[src/rtl/priority_decoder.sv]
// ============================================================================
//  Module      : priority_decoder
//  Description : 3-bit code stream -> one-hot strobe, 2-entry input FIFO,
//                each word held for HOLD cycles.
//  Revision    : 1.0 - initial release
// ============================================================================
`default_nettype none

module priority_decoder #(
   parameter int HOLD  = 4,
   parameter int DEPTH = 2
) (
   input  logic       clk,
   input  logic       rst,
   input  logic [2:0] code,
   input  logic       none,
   input  logic       code_valid,
   output logic       code_ready,
   output logic [7:0] out,
   output logic       out_valid,
   output logic       busy
);

   localparam logic [7:0] c_hold_reload = 8'(HOLD - 1);
   localparam logic [1:0] c_full_count  = 2'(DEPTH);

   typedef enum logic [0:0] {
      S_IDLE = 1'b0,
      S_HOLD = 1'b1
   } state_t;

   state_t     state_q, state_d;
   logic [7:0] hold_cnt_q, hold_cnt_d;
   logic [7:0] out_q, out_d;
   logic       out_valid_q, out_valid_d;

   // FIFO entry layout: {none, code}
   logic [3:0] fifo_q [2];
   logic       wr_ptr_q, rd_ptr_q;
   logic [1:0] count_q, count_d;

   logic       w_push;
   logic       w_pop;
   logic [3:0] w_head;
   logic [7:0] w_head_word;

   // No pass-through when full: ready depends on the stored count only.
   assign code_ready  = ~rst & (count_q != c_full_count);
   assign w_push      = code_valid & code_ready;
   assign w_head      = fifo_q[rd_ptr_q];
   assign w_head_word = w_head[3] ? 8'h00 : (8'h01 << w_head[2:0]);

   always_comb begin
      state_d     = state_q;
      hold_cnt_d  = hold_cnt_q;
      out_d       = out_q;
      out_valid_d = out_valid_q;
      w_pop       = 1'b0;
      case (state_q)
         S_IDLE: begin
            if (count_q != 2'd0) begin
               w_pop       = 1'b1;
               out_d       = w_head_word;
               out_valid_d = 1'b1;
               hold_cnt_d  = c_hold_reload;
               state_d     = S_HOLD;
            end
         end
         S_HOLD: begin
            if (hold_cnt_q != 8'd0) begin
               hold_cnt_d = hold_cnt_q - 8'd1;
            end else if (count_q != 2'd0) begin
               w_pop       = 1'b1;
               out_d       = w_head_word;
               out_valid_d = 1'b1;
               hold_cnt_d  = c_hold_reload;
            end else begin
               out_d       = 8'h00;
               out_valid_d = 1'b0;
               state_d     = S_IDLE;
            end
         end
         default: begin
            state_d     = S_IDLE;
            out_d       = 8'h00;
            out_valid_d = 1'b0;
            hold_cnt_d  = 8'd0;
         end
      endcase
      count_d = count_q + {1'b0, w_push} - {1'b0, w_pop};
   end

   always_ff @(posedge clk or posedge rst) begin
      if (rst) begin
         state_q     <= S_IDLE;
         hold_cnt_q  <= 8'd0;
         out_q       <= 8'h00;
         out_valid_q <= 1'b0;
         fifo_q[0]   <= 4'h0;
         fifo_q[1]   <= 4'h0;
         wr_ptr_q    <= 1'b0;
         rd_ptr_q    <= 1'b0;
         count_q     <= 2'd0;
      end else begin
         state_q     <= state_d;
         hold_cnt_q  <= hold_cnt_d;
         out_q       <= out_d;
         out_valid_q <= out_valid_d;
         count_q     <= count_d;
         if (w_push) begin
            fifo_q[wr_ptr_q] <= {none, code};
            wr_ptr_q         <= ~wr_ptr_q;
         end
         if (w_pop) begin
            rd_ptr_q <= ~rd_ptr_q;
         end
      end
   end

   assign out       = out_q;
   assign out_valid = out_valid_q;
   assign busy      = (state_q == S_HOLD) | (count_q != 2'd0);

endmodule

`default_nettype wire

[config.mk]
export PLATFORM = sky130hd
export DESIGN_NAME = priority_decoder
export DESIGN_NICKNAME = d
export VERILOG_FILES = /design/src/rtl/priority_decoder.sv
export SDC_FILE = /design/constraint.sdc
export NUM_CORES = 1
export LEC_CHECK = 0
export BUFFER_PORTS_ARGS = -buffer_cell sky130_fd_sc_hd__buf_2
export CORE_ASPECT_RATIO = 0.75
export CORE_UTILIZATION = 31
export DETAILED_ROUTE_END_ITERATION = 10
export GPL_ROUTABILITY_DRIVEN = 0
export PLACE_DENSITY = 0.52
export SYNTH_ARGS = -nofsm -noshare
export SYNTH_HDL_FRONTEND = slang
export SYNTH_SLANG_ARGS = --single-unit
[constraint.sdc]
create_clock -name clk -period 5.67 [get_ports clk]
set_input_delay 0.2835 -clock clk [delete_from_list [all_inputs] [get_ports clk]]
set_output_delay 0.2835 -clock clk [all_outputs]
set_load 0.01 [all_outputs]
==> results.sh <==
export IMPL_fmax_mhz=440
export IMPL_worstPathRequired_ns=5.87
export IMPL_synth_most_common_cell="dfrtp_1"
export IMPL_synth_area_per_cell_um2=11.7
export IMPL_synth_top_area_cell="dfrtp_1"
export IMPL_ios=18
export IMPL_cts_tree="done"
export IMPL_critPathKind="register to register"
export IMPL_cp_start_kind="register"
export IMPL_post_cts_buffers=0
export IMPL_viasPerCell=5.00
export IMPL_yosysSeqAreaShare_pct=51.4
export IMPL_track_usage_pct=13.6
export IMPL_synth_warnings=0
export IMPL_fin_crit_sh_pct=40.1
export IMPL_clk_pin_slew_ns=0.06
export IMPL_fin_nets=159
export IMPL_htreeDepth=2
export IMPL_grt_pass1_vias=963
export IMPL_overflow=0
export IMPL_synth_area_um2=1460
export IMPL_power_frac_seq_pct=44.9
export IMPL_root_buffer="clkbuf_8"
export IMPL_fin_crit_ns=2.27
export IMPL_routedWlPerCell_um=14.1
export IMPL_antenna_found_initial=0
export IMPL_core_area_um2=4490
export IMPL_netSwitchingFraction_pct=38.9
export IMPL_synth_flop_cell="dfrtp_1"
export IMPL_cts_buffer_depth=2
export IMPL_rsz0062_at_grt="false"
export IMPL_drc_errors=0
export IMPL_worstMarginPinSlew_ns=0.639
export IMPL_outcome="finished, final reports clean"
export IMPL_syn_num_nets=135
export IMPL_hold_violations=0
export IMPL_first_pass_iters=4
export IMPL_synthTopCellsByCount="dfrtp_1 (30), inv_1 (9), mux2_2 (8)"
export IMPL_grt_max_degree=32
export IMPL_diodes=0
export IMPL_die_h_um=61.4
export IMPL_irDropWorstVdd_mv=0.205
export IMPL_async_flop_share_pct=100
export IMPL_row_count=21
export IMPL_p_sw_mw=0.368
export IMPL_dieWidth_um=81.2
export IMPL_synth_edff_count=0
export IMPL_yosys_top_cells_area="dfrtp_1 (51%), mux2_2 (6.2%), a32o_1 (2.7%)"
export IMPL_finalSetupTns_ns=0
export IMPL_drv_cap=0
export IMPL_insertion_delay_ns=0.28
export IMPL_ctsResizeCount=0
export IMPL_wl_um=2930
export IMPL_ant_nets=0
export IMPL_clock_sinks=30
export IMPL_dr_total_vias=1035
export IMPL_skew_ns=0.00541
export IMPL_postCtsHoldBufs=0
export IMPL_synth_cell_types=37
export IMPL_combPwrFrac_pct=36.7
export IMPL_portBuffers=17
export IMPL_dp_hpwl_um=2240
export IMPL_ys_ff_latch=30
export IMPL_drt_initial_drc_count=34
export IMPL_total_power_mw=0.947
export IMPL_start_util_pct=32.5
export IMPL_layout_drive_gt1_share_pct=28.7
export IMPL_dieArea_um2=4990
export IMPL_powerDensity_nw_per_um2=556
export IMPL_area_growth_pct=16.7
export IMPL_hp_class="primary input to async pin"
export IMPL_synth_top_cell_area_share_pct=51.4
export IMPL_clkPwrFrac_pct=18.4
export IMPL_final_max_slew_violation_count=0
export IMPL_cellLeakagePower_nw=0.782
export IMPL_numCtsBuffers=5
export IMPL_grt_first_pass_wirelength_um=4840
export IMPL_path_max_fanout=9
export IMPL_netlist_instances=125
export IMPL_finalSetupViolations=0
export IMPL_critPathCaptureType="register"
export IMPL_p_int_mw=0.579
export IMPL_slew_headroom_pct=57.3
export IMPL_cp_arrival_ns=2.47
==> cell usage in the layout (no fill, tap or decap), types with 2 or more instances in the layout <==
| master | n |
|---|---|
| o21ai_0 | 5 |
| nor3_1 | 5 |
| nand3b_1 | 2 |
| dfrtp_1 | 30 |
| mux2_2 | 8 |
| a21oi_1 | 4 |
| nand2_1 | 7 |
| inv_1 | 9 |
| buf_2 | 17 |
| nor2_1 | 6 |
| mux2i_1 | 2 |
| nand3_1 | 7 |
| ha_1 | 3 |
| or3_1 | 2 |
| a22o_1 | 4 |
| a32o_1 | 4 |
| xnor2_1 | 3 |
| nand2b_1 | 3 |
| o31ai_1 | 2 |
| clkbuf_8 | 6 |
==> metal layers <==
metal | vias to the layer above | GRT usage (%) | wire [µm]
li1 | 509 | - | -
met1 | 500 | 19.8 | 1550
met2 | 19 | 18.6 | 1230
met3 | 7 | 3.56 | 96
met4 | 0 | 6.89 | 53
met5 | - | 0 | 0
==> final timing paths <==
check                              startpoint    endpoint  slack [ns]  depth (start not counted)
min in group clk                      code[0]   fifo_q[0]        0.25                          2
worst min register to register      fifo_q[3]   fifo_q[3]        0.51                          1
max in group asynchronous                 rst   out_valid        5.29                          3
worst max register to register  hold_cnt_q[0]  count_q[1]        3.40                         10
worst max-delay path            hold_cnt_q[0]  count_q[1]        3.40                         10
worst min-delay path                      rst    wr_ptr_q        0.09                          3
==> cells by family after synthesis <==
kind of cell / share of synthesized area [%]
and+or+nand+nor: 17.1
xor gates and xnor gates: 2.40
AOI/OAI and AO/OA: 15.9
adders and majority gates: 2.57
DFF: 51.4
muxes: 7.54
buffers and inverters: 3.08
==> power by group through the flow <==
stage / logic (mW) / registers [mW] / clock network (mW)
floorplan: 0.271 / 0.405 / 0
global placement: 0.342 / 0.417 / 0
detailed placement: 0.351 / 0.428 / 0
CTS: 0.352 / 0.425 / 0.180
global route: 0.392 / 0.442 / 0.192
finish: 0.347 / 0.425 / 0.175
==> metrics by stage <==
step / setup WS [ns] / hold WS, ns / cells / cell area (µm²) / utilization [%]
3_3_place_gp: 3.52 / 0.388 / 199 / 1610 / 35.9
6_report: 3.40 / 0.0909 / 207 / 1700 / 37.9
3_5_place_dp: 3.43 / 0.407 / 199 / 1610 / 35.9
5_1_grt: 3.24 / 0.122 / 207 / 1700 / 37.9
4_1_cts: 3.40 / 0.104 / 207 / 1700 / 37.9
2_1_floorplan: 3.52 / 0.383 / 125 / 1460 / -
==> cell type report <==
class | count | area (µm²)
Sequential cell | 30 | 751
Fill cell | 440 | 2790
Timing Repair Buffer | 18 | 92.6
Tap cell | 57 | 71.3
Clock inverter | 1 | 5.00
Multi-Input combinational cell | 85 | 664
Clock buffer | 7 | 86.3
Inverter | 9 | 33.8
==> critical path, stage by stage (launching register included) <==
cell and delay, ns:
dfrtp_1 0.41, inv_1 0.07, ha_1 0.24, nor3b_4 0.18
a21oi_4 0.32, nor2_4 0.12, ha_1 0.31, inv_1 0.04
ha_1 0.17, xnor2_1 0.18, xnor2_1 0.14
==> state kept, by name (all words and copies together) (netlist names) <==
signal      flops
out             8
hold_cnt_q      8
out_valid       1
fifo_q          8
count_q         2
state_q         1
rd_ptr_q        1
wr_ptr_q        1
Power figures use the tool's default switching activity.
